**config.mk**
```make
export PLATFORM = sky130hd
export DESIGN_NAME = ahb2axi_bridge
export DESIGN_NICKNAME = d
export VERILOG_FILES = /design/src/rtl/ahb_axi_pkg.sv /design/src/rtl/ahb2axi_strb_gen.sv /design/src/rtl/ahb2axi_bridge.sv
export SDC_FILE = /design/constraint.sdc
export NUM_CORES = 1
export LEC_CHECK = 0
export CELL_PAD_IN_SITES_DETAIL_PLACEMENT = 1
export CELL_PAD_IN_SITES_GLOBAL_PLACEMENT = 2
export CORE_AREA = 2 2 152 169
export DETAILED_ROUTE_END_ITERATION = 8
export DIE_AREA = 0 0 154 171
export GPL_TIMING_DRIVEN = 0
export PLACE_DENSITY = 0.82
export RECOVER_POWER = 100
export SLEW_MARGIN = 10
export SYNTH_ARGS = -nofsm -noshare
export SYNTH_HDL_FRONTEND = slang
export SYNTH_SLANG_ARGS = --single-unit
```
**constraint.sdc**
```tcl
create_clock -name clk -period 2.23 [get_ports clk]
set_input_delay 0.446 -clock clk [delete_from_list [all_inputs] [get_ports clk]]
set_output_delay 0.446 -clock clk [all_outputs]
set_load 0.05 [all_outputs]
```
**src/rtl/ahb_axi_pkg.sv**
```systemverilog
// Shared encodings for the AHB-Lite <-> AXI3 bridges.
//   - AHB HTRANS / HRESP codes
//   - AXI BURST / RESP codes
//   - state enum of the AHB-to-AXI bridge FSM
package ahb_axi_pkg;

   localparam logic [1:0] HtransIdle   = 2'd0;
   localparam logic [1:0] HtransBusy   = 2'd1;
   localparam logic [1:0] HtransNonseq = 2'd2;
   localparam logic [1:0] HtransSeq    = 2'd3;

   localparam logic [1:0] HrespOkay  = 2'd0;
   localparam logic [1:0] HrespError = 2'd1;

   localparam logic [1:0] AxiBurstFixed = 2'b00;
   localparam logic [1:0] AxiBurstIncr  = 2'b01;

   localparam logic [1:0] AxiRespOkay   = 2'b00;
   localparam logic [1:0] AxiRespExokay = 2'b01;
   localparam logic [1:0] AxiRespSlverr = 2'b10;
   localparam logic [1:0] AxiRespDecerr = 2'b11;

   typedef enum logic [3:0] {
      StIdle,
      StWdata,
      StWreq,
      StWrsp,
      StRreq,
      StRrsp,
      StDone,
      StErr1,
      StErr2
   } bridge_state_e;

endpackage

```
**src/rtl/ahb2axi_strb_gen.sv**
```systemverilog
// Write-strobe generator: AHB transfer size and low address bits to a
// 32-bit AXI byte-lane strobe.
//   hsize  in  3 : AHB HSIZE (0 byte, 1 half, 2 word)
//   addr   in  2 : haddr[1:0]
//   wstrb  out 4 : byte lane enables
module ahb2axi_strb_gen (
   input  logic [2:0] hsize,
   input  logic [1:0] addr,
   output logic [3:0] wstrb
);

   always_comb begin
      wstrb = 4'hF;
      case (hsize)
         3'd0:    wstrb = 4'b0001 << addr;
         3'd1:    wstrb = 4'b0011 << {addr[1], 1'b0};
         default: wstrb = 4'hF;
      endcase
   end

endmodule

```
**src/rtl/ahb2axi_bridge.sv**
```systemverilog
// AHB-Lite slave to AXI3 master bridge. Each accepted AHB transfer becomes one
// single-beat AXI transaction; the AHB data phase is stretched with
// ahb_hreadyout low until the AXI response returns. One transaction in flight.
//   clk, rst_n         : clock, async active-low reset
//   ahb_*              : AHB-Lite slave port (hburst not used)
//   axi_aw*/w*/b*      : AXI3 write channels (master side)
//   axi_ar*/r*         : AXI3 read channels (master side)
// All non-constant outputs come straight from flops.
module ahb2axi_bridge
   import ahb_axi_pkg::*;
#(
   parameter logic [7:0]  AXI_ID = 8'h00,
   parameter int unsigned W_ADDR = 32
) (
   input  logic              clk,
   input  logic              rst_n,
   // AHB-Lite slave
   input  logic              ahb_hsel,
   input  logic [W_ADDR-1:0] ahb_haddr,
   input  logic [1:0]        ahb_htrans,
   input  logic              ahb_hwrite,
   input  logic [2:0]        ahb_hsize,
   input  logic [31:0]       ahb_hwdata,
   input  logic              ahb_hready,
   output logic              ahb_hreadyout,
   output logic [1:0]        ahb_hresp,
   output logic [31:0]       ahb_hrdata,
   // AXI write address
   output logic [7:0]        axi_awid,
   output logic [W_ADDR-1:0] axi_awaddr,
   output logic [7:0]        axi_awlen,
   output logic [2:0]        axi_awsize,
   output logic [1:0]        axi_awburst,
   output logic              axi_awvalid,
   input  logic              axi_awready,
   // AXI write data
   output logic [7:0]        axi_wid,
   output logic [31:0]       axi_wdata,
   output logic [3:0]        axi_wstrb,
   output logic              axi_wlast,
   output logic              axi_wvalid,
   input  logic              axi_wready,
   // AXI write response
   input  logic [7:0]        axi_bid,
   input  logic [1:0]        axi_bresp,
   input  logic              axi_bvalid,
   output logic              axi_bready,
   // AXI read address
   output logic [7:0]        axi_arid,
   output logic [W_ADDR-1:0] axi_araddr,
   output logic [7:0]        axi_arlen,
   output logic [2:0]        axi_arsize,
   output logic [1:0]        axi_arburst,
   output logic              axi_arvalid,
   input  logic              axi_arready,
   // AXI read data
   input  logic [7:0]        axi_rid,
   input  logic [31:0]       axi_rdata,
   input  logic [1:0]        axi_rresp,
   input  logic              axi_rlast,
   input  logic              axi_rvalid,
   output logic              axi_rready
);

   bridge_state_e     state_q, state_d;
   logic              hreadyout_q;
   logic [1:0]        hresp_q;
   logic [31:0]       hrdata_q;
   logic [W_ADDR-1:0] addr_q;
   logic [2:0]        size_q;
   logic [31:0]       wdata_q;
   logic [3:0]        wstrb_q;
   logic              awvalid_q, wvalid_q, arvalid_q, bready_q, rready_q;

   logic              accept;
   logic [3:0]        wstrb_nxt;
   logic              unused;

   // Response ID/last and the EXOKAY bit carry no information for a single
   // outstanding single-beat transaction.
   assign unused = ^{axi_bid, axi_rid, axi_rlast, axi_bresp[0], axi_rresp[0]};

   assign accept = ahb_hsel & ahb_htrans[1] & ahb_hready & hreadyout_q;

   ahb2axi_strb_gen u_strb_gen (
      .hsize (ahb_hsize),
      .addr  (ahb_haddr[1:0]),
      .wstrb (wstrb_nxt)
   );

   always_comb begin
      state_d = state_q;
      case (state_q)
         // Every state with hreadyout high can take a new address phase.
         StIdle, StDone, StErr2: begin
            state_d = StIdle;
            if (accept) begin
               if (ahb_hsize > 3'd2)  state_d = StErr1;
               else if (ahb_hwrite)   state_d = StWdata;
               else                   state_d = StRreq;
            end
         end
         StWdata: state_d = StWreq;
         StWreq: begin
            // AW and W complete independently; leave once both are done.
            if ((!awvalid_q || axi_awready) && (!wvalid_q || axi_wready)) state_d = StWrsp;
         end
         StWrsp: if (axi_bvalid) state_d = axi_bresp[1] ? StErr1 : StDone;
         StRreq: if (axi_arready) state_d = StRrsp;
         StRrsp: if (axi_rvalid) state_d = axi_rresp[1] ? StErr1 : StDone;
         StErr1: state_d = StErr2;
         default: state_d = StIdle;
      endcase
   end

   always_ff @(posedge clk or negedge rst_n) begin
      if (!rst_n) begin
         state_q     <= StIdle;
         hreadyout_q <= 1'b1;
         hresp_q     <= HrespOkay;
         hrdata_q    <= '0;
         addr_q      <= '0;
         size_q      <= '0;
         wdata_q     <= '0;
         wstrb_q     <= '0;
         awvalid_q   <= 1'b0;
         wvalid_q    <= 1'b0;
         arvalid_q   <= 1'b0;
         bready_q    <= 1'b0;
         rready_q    <= 1'b0;
      end else begin
         state_q     <= state_d;
         hreadyout_q <= (state_d == StIdle) || (state_d == StDone) || (state_d == StErr2);
         hresp_q     <= ((state_d == StErr1) || (state_d == StErr2)) ? HrespError : HrespOkay;
         // Valids are raised entering WREQ and each held until its own ready.
         awvalid_q   <= (state_q == StWdata) || (awvalid_q && !axi_awready);
         wvalid_q    <= (state_q == StWdata) || (wvalid_q && !axi_wready);
         arvalid_q   <= (state_d == StRreq);
         bready_q    <= (state_d == StWrsp);
         rready_q    <= (state_d == StRrsp);
         if (accept) begin
            addr_q  <= ahb_haddr;
            size_q  <= ahb_hsize;
            wstrb_q <= wstrb_nxt;
         end
         if (state_q == StWdata) wdata_q <= ahb_hwdata;
         if (state_q == StRrsp && axi_rvalid) hrdata_q <= axi_rdata;
      end
   end

   assign ahb_hreadyout = hreadyout_q;
   assign ahb_hresp     = hresp_q;
   assign ahb_hrdata    = hrdata_q;

   assign axi_awid    = AXI_ID;
   assign axi_awaddr  = addr_q;
   assign axi_awlen   = 8'd0;
   assign axi_awsize  = size_q;
   assign axi_awburst = AxiBurstIncr;
   assign axi_awvalid = awvalid_q;

   assign axi_wid    = AXI_ID;
   assign axi_wdata  = wdata_q;
   assign axi_wstrb  = wstrb_q;
   assign axi_wlast  = wvalid_q;
   assign axi_wvalid = wvalid_q;

   assign axi_bready = bready_q;

   assign axi_arid    = AXI_ID;
   assign axi_araddr  = addr_q;
   assign axi_arlen   = 8'd0;
   assign axi_arsize  = size_q;
   assign axi_arburst = AxiBurstIncr;
   assign axi_arvalid = arvalid_q;

   assign axi_rready = rready_q;

endmodule

```
==> results of run 1 <==
-- cell families (layout without fill, tap and decap cells) --
logic type	Yosys count	in the layout	share of synthesized area, %
other cells	2	45	0.147
flops	114	114	55.8
simple gates	142	142	12.3
mux	65	65	14.3
buf+inv	104	395	14.8
compound gates	16	16	2.55
-- critical path: cells and delay by family, from the launching register on --
family,cells,cell delay [ps]
buffers and inverters,2,930
flip-flops,1,390
-- final cells by class --
cell class,count,area (um2)
buffer,99,717
clock buffer,18,429
clock inverter,14,180
fill,2699,16000
inverter,5,18.8
multi-input combinational,268,1640
sequential,114,2850
tap,315,394
timing repair buffer,259,2600
-- placed cells by master, fill, tap and decap left out, drive strengths merged, types with 2 or more instances in the layout --
master         instances
clkdlybuf4s50        143
dfrtp                113
dlygate4sd3          111
nand2                110
clkbuf                66
mux2                  64
buf                   54
conb                  45
nor2                  13
clkinv                 7
inv                    7
nand2b                 5
nand4                  3
a31oi                  3
bufinv                 3
and4                   3
o21ai                  3
nor3                   2
a21oi                  2
clkinvlp               2
dlygate4sd2            2
a31o                   2
-- worst max path at each step --
stage | slack, ps | endpoint | cells after the start | startpoint
detailed placement | -190 | axi_araddr[21] | 6 | ahb_hready
finish | 60 | axi_awaddr[7] | 2 | axi_araddr[7]
global placement | -4070 | axi_araddr[2] | 1 | rst_n
global route | 5 | axi_awsize[0] | 2 | axi_arsize[0]
floorplan | 610 | axi_wstrb[1] | 5 | ahb_hreadyout
CTS | 3 | axi_awaddr[23] | 2 | axi_araddr[23]
-- per-layer routing --
layer	GRT usage (%)	up-vias	share of wire, %
met1	13.9	2011	40
met4	4.27	0	1.4
met3	3.14	12	6.1
li1	-	1976	-
met5	0	-	0
met2	21.6	159	52
-- per-stage QoR --
step | instance area [um2] | instances | hold slack, ps
finish | 8830 | 1092 | 482
floorplan | 5270 | 486 | 150
global placement | 8240 | 1058 | 469
global route | 8830 | 1092 | 504
CTS | 8880 | 1092 | 492
detailed placement | 8270 | 1059 | 420
-- sequential cells by signal, indices dropped and copies added (netlist names), 3 cells and up --
| signal | cells |
|---|---|
| axi_arsize | 3 |
| axi_araddr | 32 |
| axi_wstrb | 4 |
| state_q | 4 |
| ahb_hrdata | 32 |
| axi_wdata | 32 |
-- power by group --
part	leakage (nW)	switching, mW	total, mW	internal, mW
registers	1.42	0.519	3.53	3.01
logic	2.49	5.99	9.05	3.06
clock network	0.291	1.04	2.81	1.77
-- timing repair --
action                                 in CTS  in global routing
setup endpoints to repair                   2                  1
endpoints found under the hold margin      45                  0
gates resized for setup                     2                  1
cloned                                      0                  0
hold buffers                                1                  0
pin swaps                                   0                  0
==> results.md, run 1 <==
Clock network:
- In this run, CTS created clock tree buffers numbering 17.
- The clock reaches the later pin of the worst-skew pair after 410 ps.
- The number of post-CTS setup repair buffers is 0.
- The clock tree from TritonCTS is done.
- After clock tree synthesis, the clock-pin slew on the worst setup and hold paths is 60 ps.
- Counting every sink on the clock net gives 114.
- The worst-case clock buffer depth is 2.
- The tree is rooted in a sky130_fd_sc_hd__clkbuf_16.
- The level count of the clock H-tree is 4.

Synthesis:
- Summed over all instances, the cell type with the most area after synthesis is sky130_fd_sc_hd__dfrtp_1.
- The predominant post-synthesis flop cell is sky130_fd_sc_hd__dfrtp_1.
- The fraction of synthesized cell area taken by the top area cell type is 55.3%.
- The post-synthesis instance area is 0.00511 mm2.
- By count the netlist is led by sky130_fd_sc_hd__dfrtp_1 (113), sky130_fd_sc_hd__nand2_1 (109), sky130_fd_sc_hd__buf_4 (82).
- The share of synthesized registers carrying an async set or reset is 100%.
- Synthesis inferred 114 register bits.
- The number of warnings printed during yosys synthesis is 0.
- The dominant cell by count in the synthesized netlist is sky130_fd_sc_hd__dfrtp_1.
- Sequential elements use 55.8% of the synthesized area.
- Synthesis handed over a netlist of 443 instances.
- Sorting the synthesized cells by area gives the leading types as sky130_fd_sc_hd__dfrtp_1 (55%), sky130_fd_sc_hd__mux2_2 (13%), sky130_fd_sc_hd__buf_4 (12%).
- The number of flops mapped to enable cells by yosys is 0.
- The number of different library cells in the post-synthesis netlist is 38.
- The synthesized area per cell is 11.5 um2.

Timing:
- At the pin with the least slew margin, the transition time is 1260 ps.
- The relative slew slack is 16.2%.
- The count of pins over their slew limit came to 0.
- The final count of hold timing violations was 0.
- After routing, the total negative slack on setup checks comes to 0 ps.
- Setup repair after global routing left no endpoint under its margin.
- The clock arrives with 13.0 ps of skew.
- The maximum achievable frequency is 461 MHz.
- The routed design could run at a clock period as short as 2170 ps.
- The worst setup slack after layout is 58.6 ps.
- The final setup violation count is 0.
- The final critical path takes up 97.4% of the cycle.

Placement:
- The worst slack at placement is -193 ps.
- Summed over all nets, the half-perimeter wirelength after detailed placement is 12400 um.
- Routability-driven placement finished with a final weighted congestion of 0.720.
- The number of buffers inserted by port buffering is 257.

Routing:
- The number of design-rule violations left by the first detailed-router iteration is 74.
- The detail route stage leaves a number of antenna-violating nets equal to 0.
- For this block, the via count after detailed routing is 4158.
- The DRC violation count after routing is 0.
- The first detailed-routing pass ran for 4 iterations.
- After detailed routing, the average wire length per cell comes to 14.5 um.
- Dividing the detail-routed via count by the number of cells gives 3.81.
- The final wirelength is 15900 um.

Global route:
- The first global-routing pass estimated 24300 um of wire.
- The maximum number of pins on one net before global-route repair is 69.
- The initial antenna violation count is 0.
- The via count of the first global-routing pass came to 4324.
- The all-layer global routing usage is 12.0%.
- The aggregate global routing overflow is 0.

Worst setup path:
- The endpoint of the most critical register-to-register path is axi_wdata[23].
- By startpoint and endpoint, the worst setup path is classified as flop to output pin.
- In this design, the stage delay of the slowest critical-path cell is 780 ps.
- STA classifies the critical path endpoint as an output pin.
- The worst reg-to-reg path cell count is 4.
- For flop-to-flop paths, the worst setup slack is 160 ps.
- The required time reported for the critical path endpoint is 1780 ps.
- Traced cell by cell, the critical path runs through clkbuf_4 > clkdlybuf4s50_1.
- The start of the worst register-to-register path is state_q[2].
- Data arrives at the worst endpoint at 1730 ps.
- The standard cell with the maximum stage delay on the critical path is sky130_fd_sc_hd__clkdlybuf4s50_1.
- The largest fanout on the critical path is 3.
- The startpoint class of the critical path is a flop.

Power and ir drop:
- IR analysis of the VDD net gives a maximum drop of 0.588 mV.
- The design draws 15.4 mW.
- Power spread over the standard cell area amounts to 1740 mW/mm2.
- The analysis attributes to cell leakage a power of 4.20 nW.

Floorplanning:
- The standard cell core area is 0.0248 mm2.
- 323 I/O pins were placed.
- The width of the die is 154 um.
- The floorplan step set the die height to 171 um.
- The floorplan step defined a die boundary enclosing 0.0263 mm2.
- The initial standard-cell utilization of the core is 20.6%.
- In this run the core area contains 61 standard-cell rows.

Layout:
- The final core utilization is 35.6%.
- The share of cells above drive strength 1 is 24.5%.
- In the final design database the tool counted 896 nets.
- The repair_antennas step left the layout with diodes totalling 0.
- The relative area change from synthesis to final layout is 72.7%.

Run:
- The number of violations of the max-capacitance limit is 0.

Min path:
- Counting instances, the worst hold path has a depth of 1.
- For hold timing, the worst endpoint is axi_wdata[4].
- The path class of the tightest hold or removal check is flop to flop.
- The startpoint identified for the worst hold timing path is axi_wdata[4].

Status:
- The flow ran to the end, and the final reports show no timing, DRC or antenna violations.
(Power assumes the default switching activity.)
==> run 2: changes to the inputs <==
--- a/config.mk
+++ b/config.mk
@@ -12,7 +12,7 @@
 export DIE_AREA = 0 0 154 171
 export GPL_TIMING_DRIVEN = 0
 export PLACE_DENSITY = 0.82
-export RECOVER_POWER = 100
+export RECOVER_POWER = 25
 export SLEW_MARGIN = 10
 export SYNTH_ARGS = -nofsm -noshare
 export SYNTH_HDL_FRONTEND = slang
==> run 2 against run 1 <==
Clock-buffer cell count unchanged. Final cell count unchanged. Power up 3.0%. Combinational power up 4.4%. Critical path type unchanged.
==> results.md, run 2 (synthesis results as in run 1) <==
Layout:
- The most common library cell in the layout ignoring fill and taps was sky130_fd_sc_hd__clkdlybuf4s50_1 (unchanged).
- The number of nets in the final layout is 896 (unchanged).
- The count of antenna diodes in the layout is 0 (unchanged).
- The count of fill cells added during filler insertion is 2692 (was 2699).
- Most frequent cells in the layout: sky130_fd_sc_hd__clkdlybuf4s50_1 (253), sky130_fd_sc_hd__dfrtp_1 (113), sky130_fd_sc_hd__nand2_1 (109) (was sky130_fd_sc_hd__clkdlybuf4s50_1 (143), sky130_fd_sc_hd__dfrtp_1 (113), sky130_fd_sc_hd__dlygate4sd3_1 (111)).
- The relative area change from synthesis to final layout was 73.7% (was 72.7%).
- The final core utilization is 35.8% (was 35.6%).
- The share of cells above drive strength 1 is 25.1% (was 24.5%).

Power and ir drop:
- The worst vdd rail ir drop is 0.604 mV (was 0.588 mV).
- The switching power of the nets was 7.63 mW (was 7.55 mW).
- The power per cell area was 1790 mW/mm2 (was 1740 mW/mm2).
- The internal power of the cells was 8.23 mW (was 7.84 mW).
- The net switching fraction of the power was 48.1% (was 49.1%).
- The leakage power summed over all cells is 4.09 nW (was 4.20 nW).
- The share of power burned in registers is 22.6% (was 22.9%).
- The proportion of power drawn by combinational gates is 59.6% (was 58.8%).
- The fraction of power consumed by the clock network is 17.8% (was 18.3%).
- The total power of the final layout is 15.9 mW (was 15.4 mW).

Routing:
- The DRC violation count after routing was 0 (unchanged).
- The number of vias per cell after detailed routing is 3.79 (was 3.81).
- The final routed wire length divided by cell count is 14.6 um (was 14.5 um).
- The top routing layer in use is met4 (unchanged).
- The sum of met3 wire segment lengths after detailed routing is 980 um (was 975 um).
- The wire length on met2 is 8350 um (was 8330 um).
- The count of vias placed by the detailed router is 4140 (was 4158).
- The routed metal-1 wire length is 6370 um (was 6340 um).
- The number of design-rule violations left by the first detailed-router iteration is 82 (was 74).
- The final wirelength is 15900 um (about the same).
- The first-pass iteration count of the detailed router is 4 (unchanged).
- The remaining antenna violation count is 0 (unchanged).

Timing:
- Unrepaired setup endpoints after global routing: no (unchanged).
- The post-layout minimum cycle time is 2160 ps (was 2170 ps).
- The final setup violation count is 0 (unchanged).
- The relative slew slack is 16.3% (was 16.2%).
- The final count of hold timing violations is 0 (unchanged).
- The pin slew with the least headroom to its limit is 1260 ps (about the same).
- The worst clock skew was 13.2 ps (was 13.0 ps).
- The count of pins over their slew limit came to 0 (unchanged).
- The maximum achievable frequency is 464 MHz (was 461 MHz).
- The share of the cycle needed by the critical path after routing was 96.7% (was 97.4%).

Clock network:
- The source-to-sink clock delay at the later pin of the worst-skew pair is 410 ps (about the same).
- The level count of the clock H-tree came to 4 (unchanged).
- The worst-case clock buffer depth came to 2 (unchanged).
- The number of buffers created by CTS came to 17 (unchanged).
- The buffer type at the clock tree root is sky130_fd_sc_hd__clkbuf_16 (unchanged).
- The number of clock sinks seen by CTS is 114 (unchanged).
- The clock tree from TritonCTS is done (unchanged).
- The number of post-CTS setup repair buffers was 0 (unchanged).
- The clock transition at the register clock pins on the worst setup and hold paths after CTS is 60 ps (about the same).

Floorplanning:
- The height of the die is 171 um (unchanged).
- The width of the die came to 154 um (unchanged).
- The standard cell core area is 0.0248 mm2 (unchanged).
- The number of ports placed on the die boundary came to 323 (unchanged).
- The area of the die was 0.0263 mm2 (unchanged).
- The initial standard-cell utilization of the core is 20.6% (unchanged).
- The number of rows in the core area came to 61 (unchanged).

Global route:
- The wire length of the first global-routing pass is 24300 um (unchanged).
- The maximum number of pins on one net before global-route repair came to 69 (unchanged).
- The aggregate global routing overflow is 0 (unchanged).
- The via count of the first global-routing pass is 4324 (unchanged).
- The all-layer global routing usage is 12.0% (unchanged).
- The initial antenna violation count was 0 (unchanged).

Placement:
- The detailed placement HPWL is 12400 um (unchanged).
- The placer's final routability congestion estimate is 0.720 (unchanged).
- The number of buffers inserted by port buffering is 257 (unchanged).

Min path:
- The class of the tightest hold or removal check is flop to flop (unchanged).

Run:
- The number of violations of the max-capacitance limit is 0 (unchanged).

Worst setup path:
- The startpoint class of the critical path was a flop (unchanged).
- The largest fanout on the critical path came to 3 (unchanged).
- The required time reported for the critical path endpoint was 1780 ps (about the same).
- The arrival time of the worst setup path is 1710 ps (was 1730 ps).
- The class of the most critical setup path is flop to output pin (unchanged).
- The nature of the critical path endpoint is an output pin (unchanged).

Status:
- Run status: complete, no violations (unchanged).
## run 2: changes by cell type in the layout (fill, tap and decap cells not counted), moves of 2 or more
cell	before	now
sky130_fd_sc_hd__clkbuf_2	4	1
sky130_fd_sc_hd__clkdlybuf4s50_1	143	253
sky130_fd_sc_hd__clkbuf_1	12	9
sky130_fd_sc_hd__buf_1	0	2
sky130_fd_sc_hd__dlygate4sd3_1	111	1
sky130_fd_sc_hd__buf_6	5	8
sky130_fd_sc_hd__clkbuf_4	33	0
sky130_fd_sc_hd__buf_4	48	81
## run 2: layout make-up
cell class | count | area [um2] | area share, %
Clock buffer | 18 | 429 | 4.83
Sequential cell | 114 | 2850 | 32.1
Clock inverter | 14 | 180 | 2.03
Timing Repair Buffer | 259 | 2610 | 29.3
Tap cell | 315 | 394 | 4.44
Inverter | 5 | 18.8 | 0.211
Buffer | 99 | 736 | 8.29
Multi-Input combinational cell | 268 | 1660 | 18.7
## run 2: power groups by stage
| stage | registers (mW) | logic [mW] | clock network (mW) |
|---|---|---|---|
| after detailed placement | 3.65 | 9.55 | 0 |
| after floorplan | 6.73 | 3.25 | 0 |
| after global placement | 3.60 | 9.48 | 0 |
| final | 3.58 | 9.45 | 2.82 |
| after CTS | 3.61 | 9.56 | 2.93 |
| after global routing | 3.73 | 9.87 | 3.01 |
## run 2: layer usage
metal  GRT usage [%]  up-vias
li1                -     1969
met1            13.9     2000
met2            21.6      159
met3            3.14       12
met4            4.27        0
met5               0        -
## run 2: worst paths after layout
| check | start | end | slack [ps] | cells after the start |
|---|---|---|---|---|
| max | axi_araddr[14] | axi_awaddr[14] | 70 | 2 |
| min | axi_wdata[4] | axi_wdata[4] | 490 | 1 |
| max reg2reg | ahb_hreadyout | axi_wstrb[1] | 360 | 5 |
| min reg2reg | axi_wdata[4] | axi_wdata[4] | 490 | 1 |
| max in group asynchronous | rst_n | axi_araddr[9] | 410 | 3 |
| min in group asynchronous | rst_n | ahb_hrdata[22] | 840 | 2 |
## run 2: worst max-delay path, cell delays in order (launching register included)
cell and delay [ps]:
sky130_fd_sc_hd__dfrtp_1 400, sky130_fd_sc_hd__buf_4 130, sky130_fd_sc_hd__clkdlybuf4s50_1 780
## run 2: per-stage QoR
| step | hold WS [ps] | setup WS [ps] | cell area (um2) | std cells | TNS, ps |
|---|---|---|---|---|---|
| CTS | 492 | 2.87 | 8880 | 1092 | 0 |
| global route | 510 | 8.84 | 8880 | 1092 | 0 |
| floorplan | 150 | 613 | 5270 | 486 | 0 |
| global placement | 469 | -4070 | 8240 | 1058 | -464610 |
| detailed placement | 420 | -193 | 8270 | 1059 | -5210 |
| finish | 487 | 73.2 | 8880 | 1092 | 0 |
## run 2: timing repair
| item | CTS | global route |
|---|---|---|
| gates resized for setup | 2 | 1 |
| hold endpoints to repair | 45 | 0 |
| hold buffers | 1 | 0 |
| endpoints found under the setup margin | 2 | 1 |
| cloned | 0 | 0 |
| pin swaps | 0 | 0 |
==> run 3: changes to the inputs <==
--- a/config.mk
+++ b/config.mk
@@ -7,13 +7,14 @@
 export LEC_CHECK = 0
 export CELL_PAD_IN_SITES_DETAIL_PLACEMENT = 1
 export CELL_PAD_IN_SITES_GLOBAL_PLACEMENT = 2
-export CORE_AREA = 2 2 152 169
+export CORE_AREA = 2 2 149 166
 export DETAILED_ROUTE_END_ITERATION = 8
-export DIE_AREA = 0 0 154 171
+export DIE_AREA = 0 0 151 168
 export GPL_TIMING_DRIVEN = 0
-export PLACE_DENSITY = 0.82
+export PLACE_DENSITY = 0.81
 export RECOVER_POWER = 25
 export SLEW_MARGIN = 10
 export SYNTH_ARGS = -nofsm -noshare
 export SYNTH_HDL_FRONTEND = slang
+export SYNTH_HIERARCHICAL = 1
 export SYNTH_SLANG_ARGS = --single-unit
==> run 3 against run 2 <==
Power is 1.3% higher. Worst setup slack better by 3.2 ps. Clock power down 5%. Core utilization increased by 1.4 points. Worst hold slack improved by 15 ps. Area after synthesis is 0.49% higher. Die area decreased by 3.7%.
==> results.md, run 3 <==
Routing:
- The remaining antenna violation count came to 0 (unchanged).
- The final wirelength is 14600 um (was 15900 um).
- The number of vias per cell after detailed routing is 3.78 (was 3.79).
- The DRC violation count after routing is 0 (unchanged).
- The number of design-rule violations left by the first detailed-router iteration is 45 (was 82).
- The count of vias placed by the detailed router came to 3795 (was 4140).
- The final routed wire length divided by cell count came to 14.6 um (about the same).
- The first-pass iteration count of the detailed router is 4 (unchanged).

Synthesis:
- The fraction of synthesized cell area taken by the top area cell type was 55.1% (was 55.3%).
- The number of different library cells in the post-synthesis netlist is 39 (was 38).
- Post-synth top cells: sky130_fd_sc_hd__dfrtp_1 (113), sky130_fd_sc_hd__mux2_2 (100), sky130_fd_sc_hd__buf_4 (85) (was sky130_fd_sc_hd__dfrtp_1 (113), sky130_fd_sc_hd__nand2_1 (109), sky130_fd_sc_hd__buf_4 (82)).
- The predominant post-synthesis flop cell is sky130_fd_sc_hd__dfrtp_1 (unchanged).
- The gate count of the mapped netlist is 361 (was 443).
- The number of warnings printed during yosys synthesis is 6 (was 0).
- The number of synthesized register bits is 114 (unchanged).
- The sequential area share after synthesis is 55.6% (was 55.8%).
- The post-synthesis instance area was 0.00514 mm2 (was 0.00511 mm2).
- The synthesized area per cell is 14.2 um2 (was 11.5 um2).
- The number of flops mapped to enable cells by yosys is 0 (unchanged).
- The dominant cell by count in the synthesized netlist is sky130_fd_sc_hd__dfrtp_1 (unchanged).
- The share of synthesized registers carrying an async set or reset is 100% (unchanged).
- Most area-consuming cells after synthesis: sky130_fd_sc_hd__dfrtp_1 (55%), sky130_fd_sc_hd__mux2_2 (22%), sky130_fd_sc_hd__buf_4 (12%) (was sky130_fd_sc_hd__dfrtp_1 (55%), sky130_fd_sc_hd__mux2_2 (13%), sky130_fd_sc_hd__buf_4 (12%)).
- The largest area contributor in the netlist is sky130_fd_sc_hd__dfrtp_1 (unchanged).

Run:
- The number of violations of the max-capacitance limit is 0 (unchanged).

Power and ir drop:
- The power per cell area is 1810 mW/mm2 (was 1790 mW/mm2).
- The internal power of the cells came to 8.45 mW (was 8.23 mW).
- The proportion of power drawn by combinational gates was 60.6% (was 59.6%).
- The leakage power summed over all cells is 3.98 nW (was 4.09 nW).
- The switching power of the nets is 7.62 mW (was 7.63 mW).
- The share of power burned in registers is 22.7% (was 22.6%).
- The net switching fraction of the power is 47.4% (was 48.1%).
- The fraction of power consumed by the clock network is 16.7% (was 17.8%).
- The total power of the final layout is 16.1 mW (was 15.9 mW).
- The worst vdd rail ir drop is 0.534 mV (was 0.604 mV).

Global route:
- The wire length of the first global-routing pass is 22200 um (was 24300 um).
- The via count of the first global-routing pass is 3881 (was 4324).
- The all-layer global routing usage is 11.5% (was 12.0%).
- The maximum number of pins on one net before global-route repair is 69 (unchanged).
- The initial antenna violation count is 0 (unchanged).
- The aggregate global routing overflow is 0 (unchanged).

Clock network:
- The clock tree from TritonCTS is done (unchanged).
- The level count of the clock H-tree is 4 (unchanged).
- The worst-case clock buffer depth is 2 (unchanged).
- The clock transition at the register clock pins on the worst setup and hold paths after CTS is 60 ps (about the same).
- The number of buffers created by CTS was 17 (unchanged).
- The source-to-sink clock delay at the later pin of the worst-skew pair is 400 ps (was 410 ps).
- The number of clock sinks seen by CTS is 114 (unchanged).
- The buffer type at the clock tree root is sky130_fd_sc_hd__clkbuf_16 (unchanged).

Status:
- Run status: complete, no violations (unchanged).

Worst setup path:
- The largest fanout on the critical path is 3 (unchanged).
- The startpoint class of the critical path is a flop (unchanged).
- The nature of the critical path endpoint is an output pin (unchanged).
- The arrival time of the worst setup path is 1710 ps (about the same).
- The class of the most critical setup path is flop to output pin (unchanged).
- The required time reported for the critical path endpoint came to 1780 ps (about the same).

Layout:
- The count of antenna diodes in the layout was 0 (unchanged).
- The count of fill cells added during filler insertion is 2591 (was 2692).
- The share of cells above drive strength 1 was 34.5% (was 25.1%).
- The total non-filler cell area in the finished layout is 0.00887 mm2 (was 0.00888 mm2).
- Most frequent cells in the layout: sky130_fd_sc_hd__clkdlybuf4s50_1 (253), sky130_fd_sc_hd__dfrtp_1 (113), sky130_fd_sc_hd__mux2_2 (100) (was sky130_fd_sc_hd__clkdlybuf4s50_1 (253), sky130_fd_sc_hd__dfrtp_1 (113), sky130_fd_sc_hd__nand2_1 (109)).
- The relative area change from synthesis to final layout was 72.6% (was 73.7%).
- The most common library cell in the layout ignoring fill and taps was sky130_fd_sc_hd__clkdlybuf4s50_1 (unchanged).
- The number of nets in the final layout is 814 (was 896).

Floorplanning:
- The height of the die is 168 um (was 171 um).
- The width of the die came to 151 um (was 154 um).
- The area of the die is 0.0254 mm2 (was 0.0263 mm2).
- The number of ports placed on the die boundary is 323 (unchanged).
- The number of rows in the core area is 60 (was 61).
- The initial standard-cell utilization of the core is 21.5% (was 20.6%).
- The standard cell core area is 0.0239 mm2 (was 0.0248 mm2).

Timing:
- The worst setup slack after layout is 76.4 ps (was 73.2 ps).
- The pin slew with the least headroom to its limit came to 1290 ps (was 1260 ps).
- The worst hold slack across all endpoints is 502 ps (was 487 ps).
- The maximum achievable frequency is 464 MHz (about the same).
- The count of pins over their slew limit is 0 (unchanged).
- The final setup violation count came to 0 (unchanged).
- The final count of hold timing violations came to 0 (unchanged).
- The post-layout minimum cycle time was 2150 ps (was 2160 ps).
- The share of the cycle needed by the critical path after routing was 96.6% (was 96.7%).
- The relative slew slack is 14.1% (was 16.3%).
- The worst clock skew is 5.95 ps (was 13.2 ps).
- Unrepaired setup endpoints after global routing: no (unchanged).

Placement:
- The worst slack at placement is -177 ps (was -193 ps).
- The placer's final routability congestion estimate came to 0.705 (was 0.720).
- The number of buffers inserted by port buffering is 257 (unchanged).
- The cell area after placement is 0.00829 mm2 (was 0.00827 mm2).
- The detailed placement HPWL is 11400 um (was 12400 um).

Min path:
- The class of the tightest hold or removal check is flop to flop (unchanged).
==> run 3: path summary, 6_finish.rpt <==
| path | startpoint | to | slack [ps] | depth (start not counted) |
|---|---|---|---|---|
| setup / recovery | axi_araddr[1] | axi_awaddr[1] | 80 | 2 |
| hold / removal | ahb_hrdata[24] | ahb_hrdata[24] | 500 | 1 |
| setup reg to reg | state_q[0] | axi_wdata[14] | 310 | 4 |
| hold reg to reg | ahb_hrdata[24] | ahb_hrdata[24] | 500 | 1 |
| max in group asynchronous | rst_n | ahb_hreadyout | 360 | 3 |
| min in group asynchronous | rst_n | axi_araddr[19] | 870 | 2 |
==> run 3: power by group through the flow <==
stage	sequential, mW	clock (mW)	combinational (mW)
floorplan	7.02	0	3.23
global placement	3.65	0	9.76
detailed placement	3.70	0	9.84
CTS	3.67	2.80	9.85
global route	3.79	2.89	10.1
finish	3.64	2.68	9.74
==> run 3: metrics by stage <==
step	std cells	util [%]	setup TNS, ps
after detailed placement	972	34.7	-3390
after global routing	1003	37.1	0
after CTS	1003	37.2	0
final	1003	37.1	0
after global placement	971	34.6	-485800
after floorplan	404	-	0
==> run 3: repair_timing <==
item / 4_1_cts / 5_1_grt
hold buffers: 1 / 0
setup endpoints to repair: 1 / 2
hold endpoints to repair: 42 / 0
resized for setup: 1 / 2
buffers inserted: 0 / 0
==> run 3: cells by family (layout without fill, tap and decap cells) <==
logic type      after synthesis  after routing  synth area share (%)
simple gates                 29             29                  4.48
mux                         103            103                  22.7
flops                       114            114                  55.6
compound gates               14             14                  2.46
xor+xnor                      1              1                 0.171
other cells                   2             45                 0.146
buf+inv                      98            387                  14.4
==> run 3: final cells by class <==
class / instances / area, um2 / share of cell area [%]
inverters: 3 / 11.3 / 0.127
plain buffers: 95 / 727 / 8.20
repair buffers: 259 / 2610 / 29.4
clock inverters: 10 / 110 / 1.24
multi-input cells: 192 / 1700 / 19.2
well taps: 310 / 388 / 4.37
clock buffers: 20 / 467 / 5.26
flip-flops and latches: 114 / 2850 / 32.2
==> run 3: worst max-delay path, stage by stage (launching register included) <==
cell and delay (ps):
sky130_fd_sc_hd__dfrtp_1 390, sky130_fd_sc_hd__buf_4 120, sky130_fd_sc_hd__clkdlybuf4s50_1 790
==> run 3: metal layers <==
| metal | GRT usage [%] | vias to the layer above | share of wire, % |
|---|---|---|---|
| met3 | 4.77 | 13 | 10 |
| met5 | 0 | - | 0 |
| met1 | 12.9 | 1836 | 40 |
| met2 | 19.8 | 190 | 49 |
| met4 | 3.33 | 0 | 1.3 |
| li1 | - | 1756 | - |
